File: config.mk
export PLATFORM = sky130hd
export DESIGN_NAME = button_event
export DESIGN_NICKNAME = d
export VERILOG_FILES = /design/src/rtl/button_pkg.sv /design/src/rtl/event_timer.sv /design/src/rtl/button_event.sv
export SDC_FILE = /design/constraint.sdc
export NUM_CORES = 1
export LEC_CHECK = 0
export CAP_MARGIN = 20
export CORE_AREA = 2 2 78 95
export CTS_CLUSTER_DIAMETER = 60
export CTS_CLUSTER_SIZE = 14
export DETAILED_ROUTE_END_ITERATION = 10
export DIE_AREA = 0 0 80 97
export SETUP_SLACK_MARGIN = 0.15
export SLEW_MARGIN = 10
export SYNTH_ARGS = -nofsm -noshare
export SYNTH_HDL_FRONTEND = slang
export SYNTH_SLANG_ARGS = --single-unit
File: constraint.sdc
create_clock -name clock -period 2.7 [get_ports clock]
set_input_delay 0.675 -clock clock [delete_from_list [all_inputs] [get_ports clock]]
set_output_delay 0.675 -clock clock [all_outputs]
set_load 0.01 [all_outputs]
File: src/rtl/button_pkg.sv
// ---------------------------------------------------------------------------
// button_pkg
// Shared definitions for the button event block.
//   - btn_state_t       : FSM state encoding used by button_event
//   - DEF_LONG_CYCLES   : default long-press hold time (1 s at 50 MHz)
//   - DEF_REPEAT_CYCLES : default repeat interval (200 ms at 50 MHz)
//   - timer_width()     : width of the shared hold/repeat timer
// ---------------------------------------------------------------------------
package button_pkg;

    typedef enum logic [1:0] {
        ST_IDLE    = 2'd0,
        ST_PRESSED = 2'd1,
        ST_LONG    = 2'd2
    } btn_state_t;

    localparam int unsigned DEF_LONG_CYCLES   = 50_000_000;
    localparam int unsigned DEF_REPEAT_CYCLES = 10_000_000;

    function automatic int unsigned max_u(input int unsigned a, input int unsigned b);
        return (a > b) ? a : b;
    endfunction

    // The timer only ever has to reach (threshold - 1), so clog2 of the
    // larger threshold is enough bits. Never narrower than one bit.
    function automatic int unsigned timer_width(input int unsigned long_cycles,
                                                input int unsigned repeat_cycles);
        int unsigned span;
        span = max_u(long_cycles, repeat_cycles);
        return (span < 2) ? 1 : $clog2(span);
    endfunction

endpackage

File: src/rtl/event_timer.sv
// ---------------------------------------------------------------------------
// event_timer
// Clearable up-counter with a terminal-count compare against a run-time
// limit. At the limit it either holds (saturate=1) or reloads to zero, so
// the count never goes past the limit.
//
// Ports
//   clock     in   system clock, rising edge
//   reset     in   asynchronous, active-high reset (count -> 0)
//   clear     in   synchronous clear, wins over enable
//   enable    in   count one step this clock
//   saturate  in   1: hold at limit, 0: reload to 0 at limit
//   limit     in   terminal count value
//   at_limit  out  count has reached the limit (combinational compare)
// ---------------------------------------------------------------------------
module event_timer #(
    parameter int unsigned WIDTH = 8
) (
    input  logic             clock,
    input  logic             reset,
    input  logic             clear,
    input  logic             enable,
    input  logic             saturate,
    input  logic [WIDTH-1:0] limit,
    output logic             at_limit
);

    logic [WIDTH-1:0] count;

    // >= rather than == so that a count left above a freshly lowered limit
    // is still treated as terminal instead of running off to wrap-around.
    assign at_limit = (count >= limit);

    always_ff @(posedge clock or posedge reset) begin
        if (reset) begin
            count <= '0;
        end else if (clear) begin
            count <= '0;
        end else if (enable) begin
            if (at_limit) begin
                if (!saturate) begin
                    count <= '0;
                end
            end else begin
                count <= count + 1'b1;
            end
        end
    end

endmodule

File: src/rtl/button_event.sv
// ---------------------------------------------------------------------------
// button_event
// Turns a debounced button level into one-cycle event pulses: press,
// release, click (short press), long press and auto-repeat while held.
//
//   state      | meaning
//   -----------+---------------------------------------------------------
//   ST_IDLE    | button up, timer held at zero
//   ST_PRESSED | button down, counting towards the long-press threshold
//   ST_LONG    | long press reported, counting repeat intervals
//
// Parameters
//   LONG_CYCLES    clocks from the press pulse to the long_press pulse
//   REPEAT_CYCLES  clocks between repeat pulses after long_press
//   REPEAT_EN      1 = generate repeat pulses, 0 = none (timer saturates)
//
// Ports
//   clock          in   system clock, rising edge
//   reset          in   asynchronous, active-high reset
//   level          in   debounced level, 1 = pressed, synchronous to clock
//   press          out  one-cycle pulse when the button goes down
//   release_pulse  out  one-cycle pulse when the button goes up
//   click          out  one-cycle pulse on release before the long threshold
//   long_press     out  one-cycle pulse when the hold reaches LONG_CYCLES
//   repeat_pulse   out  one-cycle pulse every REPEAT_CYCLES after long_press
//   held           out  1 while in ST_PRESSED or ST_LONG
//
// "release" and "repeat" are reserved words, hence the _pulse suffix on
// those two outputs.
//
// Latency: level is registered once (level_q) and every output is a
// register, so a level change sampled on edge N shows up on the outputs
// after edge N+1.
// ---------------------------------------------------------------------------
module button_event
    import button_pkg::*;
#(
    parameter int unsigned LONG_CYCLES   = DEF_LONG_CYCLES,
    parameter int unsigned REPEAT_CYCLES = DEF_REPEAT_CYCLES,
    parameter bit          REPEAT_EN     = 1'b1
) (
    input  logic clock,
    input  logic reset,
    input  logic level,
    output logic press,
    output logic release_pulse,
    output logic click,
    output logic long_press,
    output logic repeat_pulse,
    output logic held
);

    generate
        if (LONG_CYCLES < 2) begin : g_bad_long
            $error("button_event: LONG_CYCLES must be >= 2");
        end
        if (REPEAT_CYCLES < 2) begin : g_bad_repeat
            $error("button_event: REPEAT_CYCLES must be >= 2");
        end
    endgenerate

    localparam int unsigned TIMER_W = timer_width(LONG_CYCLES, REPEAT_CYCLES);

    // Terminal counts are threshold-1: the timer is zeroed on the edge that
    // emits press (or long_press), so it sits at threshold-1 one clock before
    // the next event is due and the FSM registers the event on that edge.
    localparam logic [TIMER_W-1:0] LONG_LIMIT   = TIMER_W'(LONG_CYCLES - 1);
    localparam logic [TIMER_W-1:0] REPEAT_LIMIT = TIMER_W'(REPEAT_CYCLES - 1);
    localparam bit                 SATURATE     = !REPEAT_EN;

    btn_state_t         state;
    logic               level_q;
    logic               timer_tc;
    logic               timer_clear;
    logic               timer_enable;
    logic [TIMER_W-1:0] timer_limit;

    always_ff @(posedge clock or posedge reset) begin
        if (reset) begin
            level_q <= 1'b0;
        end else begin
            level_q <= level;
        end
    end

    // One timer serves both phases; the limit follows the state.
    assign timer_limit  = (state == ST_LONG) ? REPEAT_LIMIT : LONG_LIMIT;
    assign timer_enable = (state != ST_IDLE);

    // Zero in idle so the press edge starts from a clean count, zero again
    // on the PRESSED->LONG hand-over and on every repeat. With repeat off the
    // LONG-phase count is left to saturate at its limit instead.
    always_comb begin
        timer_clear = 1'b0;
        case (state)
            ST_PRESSED: timer_clear = timer_tc;
            ST_LONG:    timer_clear = timer_tc && REPEAT_EN;
            default:    timer_clear = 1'b1;
        endcase
    end

    event_timer #(
        .WIDTH (TIMER_W)
    ) u_timer (
        .clock    (clock),
        .reset    (reset),
        .clear    (timer_clear),
        .enable   (timer_enable),
        .saturate (SATURATE),
        .limit    (timer_limit),
        .at_limit (timer_tc)
    );

    // Release is tested before timer expiry in both held states, so a
    // release landing on the same clock as a long/repeat expiry suppresses
    // that event. Only one branch fires per clock, which also keeps press,
    // long_press and repeat_pulse mutually exclusive.
    always_ff @(posedge clock or posedge reset) begin
        if (reset) begin
            state         <= ST_IDLE;
            press         <= 1'b0;
            release_pulse <= 1'b0;
            click         <= 1'b0;
            long_press    <= 1'b0;
            repeat_pulse  <= 1'b0;
            held          <= 1'b0;
        end else begin
            press         <= 1'b0;
            release_pulse <= 1'b0;
            click         <= 1'b0;
            long_press    <= 1'b0;
            repeat_pulse  <= 1'b0;

            case (state)
                ST_IDLE: begin
                    if (level_q) begin
                        state <= ST_PRESSED;
                        press <= 1'b1;
                        held  <= 1'b1;
                    end
                end

                ST_PRESSED: begin
                    if (!level_q) begin
                        state         <= ST_IDLE;
                        release_pulse <= 1'b1;
                        click         <= 1'b1;
                        held          <= 1'b0;
                    end else if (timer_tc) begin
                        state      <= ST_LONG;
                        long_press <= 1'b1;
                    end
                end

                ST_LONG: begin
                    if (!level_q) begin
                        state         <= ST_IDLE;
                        release_pulse <= 1'b1;
                        held          <= 1'b0;
                    end else if (timer_tc && REPEAT_EN) begin
                        repeat_pulse <= 1'b1;
                    end
                end

                default: begin
                    state <= ST_IDLE;
                    held  <= 1'b0;
                end
            endcase
        end
    end

endmodule

==> out/metrics.cfg, run 1 <==
[logic_synthesis]
synth_area_um2 = 2001
synthSimpleGateAreaFrac_pct = 24.83
yosys.area.top_type = dfrtp_1
yosysTopAreaCellShare_pct = 43.78
syn_area_per_cell_um2 = 9.904
synth_top_family_by_area = simple AND/OR/NAND/NOR gates
async_flop_share_pct = 100.0
seq_area_frac_synth_pct = 43.78
yosys-top-cells-count = dfrtp_1, nor2_1, nand2_1, xor2_1, xnor2_1
synth_ff_type = dfrtp_1
ys_top_cells_by_area = dfrtp_1, xor2_1, nor2_1
ys_ff_latch = 35
yosys_warnings = 0
syn_nets = 212
synth-xor-area-share_pct = 11.38
synth.distinct_cells = 41
synth-compound-area-share_pct = 9.944
synth_edf_count = 0
synthCells = 202
synth_adder_area_share_pct = 4.378
yosysMostFrequentCell = dfrtp_1
synth_mux_area_share_pct = 1.001

[place]
port_buffers = 8
dp_hpwl_um = 2632
gp_congestion = 0.7891
dpl_cell_area_um2 = 2167

[sta]
setup_tns_ps = 0
setup_violations = 0
fin_crit_ps = 2391
hold_viol_final = 0
finalCritPeriodShare_pct = 88.54
rsz0062_at_grt = no
tightest_slew_ps = 446.2
slew_headroom_pct = 70.25
fmax_ghz = 0.4183
skew_ps = 6.235
maxSlewViolCount = 0

[route]
drt-total-wl_um = 3977
wl_met1_um = 1798
wl_per_cell_um = 13.13
dr.max_layer_used = met4
dr.pass1.iters = 4
wl_met3_um = 105
vias_per_cell = 4.739
drt_iter0_markers = 30
met2_length_um = 2012
drc = 0
antenna_left = 0
vias = 1436

[worst_setup_path]
start_kind = flip-flop
cp.required_ps = 2890
cp_data_arrival_time_ps = 2580
cp_max_fo = 14
critPathKind = reg -> reg
cp-end-kind = flip-flop
path_cells = inv_1, ha_2, nor3b_2, o21ai_1, nor3_2, a41oi_4, a311o_1, o311ai_1
crit_slowest_cell = dfrtp_1
slowest_delay_ps = 390

[clocking]
cts-root-buf = clkbuf_8
cts_buffers = 5
cts_sinks = 35
clk_latency_ps = 290
clk_pin_slew_worst_paths_ps = 60
cts_tree = built
cts_buffer_depth = 2
cts_setup_buffers = 0
cts_hold_buffers = 0
htreeDepth = 2

[final_layout]
final_cell_area_um2 = 2282
area_growth_syn_to_layout_pct = 14.07
drive_gt1_share_pct = 12.50
antenna_cells = 0
layout.nets = 227

[global_route]
grt_pass1_vias = 1458
grt_pass1_wl_um = 6803
grt_usage_pct = 10.99
grt_max_degree = 36
grt_antenna_before_repair = 0
gr-total-overflow = 0

[die]
rows = 33
coreArea_um2 = 6771
start_util_pct = 29.55
dieArea_um2 = 7760
chipHeight_um = 97
pin_count = 9
die_x_um = 80

[power]
pwr_density_cell_nw_per_um2 = 553.5
p_leak_uw = 0.0009611
ir_drop_mv = 0.4279

[status]
status = finished clean

[worst_hold_path]
hold_path_class = reg -> reg

[job]
cap_violations = 0

[report_power, final]
| group | switching [uW] | total (uW) | leakage (uW) | internal [uW] |
|---|---|---|---|---|
| sequential | 22.1 | 585 | 0.000479 | 563 |
| combinational | 200 | 326 | 0.000446 | 126 |
| clock | 181 | 352 | 0.0000361 | 171 |
[what timing repair did]
action,4_1_cts,5_1_grt
resized for setup,1,3
endpoints found under the setup margin,18,26
cloned,0,1
pin swaps,0,1
[worst max-delay path, delay by kind of cell (launching register included)]
family / cells / cell delay, ps
simple gates: 2 / 570
flops: 1 / 390
buf+inv: 1 / 130
compound gates: 4 / 850
fa+ha+maj: 1 / 350
[cell type report]
cell class                      count  area [um2]
Inverter                            9       33.78
Fill cell                         717        4489
Timing Repair Buffer               13       117.6
Clock buffer                        5       68.82
Sequential cell                    35       875.8
Tap cell                           87       108.9
Multi-Input combinational cell    153        1070
Clock inverter                      1       7.507
[worst paths after layout]
| check | start | to | slack [ps] | cells past startpoint |
|---|---|---|---|---|
| setup / recovery | state[0]$_DFFE_PP0P_ | state[0]$_DFFE_PP0P_ | 310 | 8 |
| hold / removal | state[0]$_DFFE_PP0P_ | state[0]$_DFFE_PP0P_ | 520 | 2 |
| setup reg to reg | state[0]$_DFFE_PP0P_ | state[0]$_DFFE_PP0P_ | 310 | 8 |
| hold reg to reg | state[0]$_DFFE_PP0P_ | state[0]$_DFFE_PP0P_ | 520 | 2 |
| max in group asynchronous | reset | u_timer.count[24]$_DFFE_PP0P_ | 1590 | 3 |
| min in group asynchronous | reset | u_timer.count[17]$_DFFE_PP0P_ | 790 | 3 |
[metal layers]
layer / vias up / track usage, %
met5: - / 0
li1: 717 / -
met1: 695 / 13.64
met2: 19 / 18.72
met4: 0 / 3.520
met3: 5 / 2.332
[through the flow]
step,hold slack (ps),power [uW],std cells,util (%),setup slack [ps]
floorplan,481.6,830.7,202,-,543.9
global placement,509.5,896.4,296,32.00,248.6
detailed placement,514.5,900.0,296,32.00,140.9
CTS,531.4,1251,302,33.17,254.9
global route,564.6,1334,303,33.70,143.1
finish,522.5,1263,303,33.70,309.5
[sequential cells by signal (all words and copies together), names as in the netlist]
signal and count:
repeat_pulse 1, release_pulse 1, level_q 1, u_timer.count 26
held 1, press 1, click 1, state 2
long_press 1
[cell usage in the layout, fill, tap and decap left out, types with 2 or more instances in the layout]
cell type	count
dfrtp_1	35
nor2_1	34
nand2_1	16
xor2_1	16
xnor2_1	10
nand3_1	9
inv_1	9
clkdlybuf4s50_1	8
nand4_1	7
and3_1	7
ha_1	6
a21oi_1	5
clkbuf_8	5
buf_4	5
nor2b_1	4
and3b_1	3
o21ai_0	2
a21o_1	2
nor3b_2	2
nor3_2	2
nor3_1	2
and2b_2	2
nand3_4	2
nor2_2	2
mux2i_1	2
[kinds of logic after synthesis]
group,Yosys count
adder cells (fa/ha/maj),7
AO/OA/AOI/OAI,23
buffers and inverters,15
flip-flops,35
multiplexers,2
AND/OR/NAND/NOR,94
XOR/XNOR,26
No activity file was read; power rests on OpenSTA's default activity.
==> run 2, diff against run 1 <==
--- a/config.mk
+++ b/config.mk
@@ -11,6 +11,7 @@
 export CTS_CLUSTER_SIZE = 14
 export DETAILED_ROUTE_END_ITERATION = 10
 export DIE_AREA = 0 0 80 97
+export RECOVER_POWER = 50
 export SETUP_SLACK_MARGIN = 0.15
 export SLEW_MARGIN = 10
 export SYNTH_ARGS = -nofsm -noshare
==> run 2 against run 1 <==
Effect of this change: hold slack better by 3.1 ps; worst setup slack worse by 1.5 ps; register-to-register slack hardly changed; sequential cell count stayed put; maximum frequency hardly changed; sequential share of layout area is 0.11 points higher; first-iteration DRC count is 3.3% lower; global-route usage stayed put; critical path depth stayed put; final area is 0.27% lower; non-clock buffer count stayed put; sequential power hardly changed; critical endpoint unchanged; largest cell class unchanged.
==> out/metrics.cfg, run 2 (synthesis results as in run 1) <==
[final_layout]
antenna_cells = 0
fill_cells = 718
top_regs = u_timer.count (26), state (2)
most-common-layout-cells = dfrtp_1, nor2_1, nand2_1, xor2_1, xnor2_1
fin_util_pct = 33.61
largest_register_ffs = 26
multi_input_area_um2 = 1070
area_growth_syn_to_layout_pct = 13.76
seq_area_um2 = 875.8
drive_gt1_share_pct = 12.04
layout_commonest_cell = dfrtp_1
regMostFlops = u_timer.count
layout.nets = 227

[place]
dp_hpwl_um = 2632
dp_slack_ps = 140.9
gp_congestion = 0.7891
port_buffers = 8

[worst_setup_path]
r2r_slack_ps = 310
cp_data_arrival_time_ps = 2580
cp_max_fo = 14
cp-end-kind = flip-flop
cp.required_ps = 2890
critPathKind = reg -> reg
start_kind = flip-flop

[route]
drt_iter0_markers = 29
wl_per_cell_um = 13.17
vias_per_cell = 4.746
drc = 0
antenna_left = 0
dr.pass1.iters = 4
vias = 1438
drt-total-wl_um = 3992

[die]
die_x_um = 80
dieArea_um2 = 7760
start_util_pct = 29.55
chipHeight_um = 97
pin_count = 9
coreArea_um2 = 6771
rows = 33

[sta]
skew_ps = 6.245
rsz0062_at_grt = no
setup_tns_ps = 0
tightest_slew_ps = 873.0
setup_violations = 0
maxSlewViolCount = 0
fin_crit_ps = 2392
slew_headroom_pct = 41.80
fin_hold_ws_ps = 525.6
worst_slack_ps = 308.0
fmax_ghz = 0.4181
finalCritPeriodShare_pct = 88.59
hold_viol_final = 0

[status]
status = finished clean

[global_route]
gr-total-overflow = 0
grt_pass1_wl_um = 6803
grt_pass1_vias = 1458
grt_max_degree = 36
grt_antenna_before_repair = 0
grt_usage_pct = 10.99

[clocking]
clk_pin_slew_worst_paths_ps = 60
cts-root-buf = clkbuf_8
cts_sinks = 35
cts_buffer_depth = 2
htreeDepth = 2
cts_tree = built
cts_hold_buffers = 0
cts_setup_buffers = 0
clk_latency_ps = 290
cts_buffers = 5

[worst_hold_path]
hold_path_class = reg -> reg

[power]
p_leak_uw = 0.0009575
pwr_density_cell_nw_per_um2 = 551.8
ir_drop_mv = 0.4107
finalPower_uw = 1256

[job]
cap_violations = 0

[run 2: cell count changes in the layout (fill, tap and decap cells not counted), sizes merged]
cell	before	now
dlygate4sd3	0	2
buf	5	3
clkbuf	5	7
clkdlybuf4s50	8	6
[run 2: layout make-up]
cell class,count,share of cell area [%]
multi-input combinational,153,47.00
sequential,35,38.48
timing repair buffer,13,4.893
tap,87,4.783
clock buffer,5,3.024
inverter,9,1.484
clock inverter,1,0.3299
[run 2: routing by layer]
layer | GRT usage (%) | up-vias | wire length, um
met5 | 0 | - | 0
met4 | 3.520 | 0 | 60
met3 | 2.332 | 5 | 93
met2 | 18.72 | 17 | 2003
met1 | 13.64 | 696 | 1835
li1 | - | 720 | -
[run 2: power by group]
part	switching (uW)	leakage [uW]	internal (uW)
logic	200	0.000442	119
registers	22.5	0.000479	563
clock network	181	0.0000361	171
total	403	0.000957	853
[run 2: worst max-delay path, stage by stage (launching register included)]
cell	delay, ps
dfrtp_1	390
inv_1	130
ha_2	350
nor3b_2	210
o21ai_1	110
nor3_2	360
a41oi_4	280
a311o_1	370
o311ai_1	90
[run 2: worst paths after layout]
path	start	cells after the start	to
max in group asynchronous	reset	3	u_timer.count[24]$_DFFE_PP0P_
hold reg to reg	state[0]$_DFFE_PP0P_	2	state[0]$_DFFE_PP0P_
hold / removal	state[0]$_DFFE_PP0P_	2	state[0]$_DFFE_PP0P_
min in group asynchronous	reset	3	u_timer.count[17]$_DFFE_PP0P_
setup reg to reg	state[0]$_DFFE_PP0P_	8	state[0]$_DFFE_PP0P_
setup / recovery	state[0]$_DFFE_PP0P_	8	state[0]$_DFFE_PP0P_
[run 2: repair_timing]
item / 4_1_cts / 5_1_grt
pin swaps: 0 / 1
gates resized for setup: 1 / 3
hold endpoints to repair: 0 / 0
cloned: 0 / 1
endpoints found under the setup margin: 18 / 26
[run 2: metrics by stage]
step / cells / cell area [um2]
finish: 303 / 2276
global route: 303 / 2276
CTS: 302 / 2246
detailed placement: 296 / 2167
global placement: 296 / 2167
floorplan: 202 / 2001
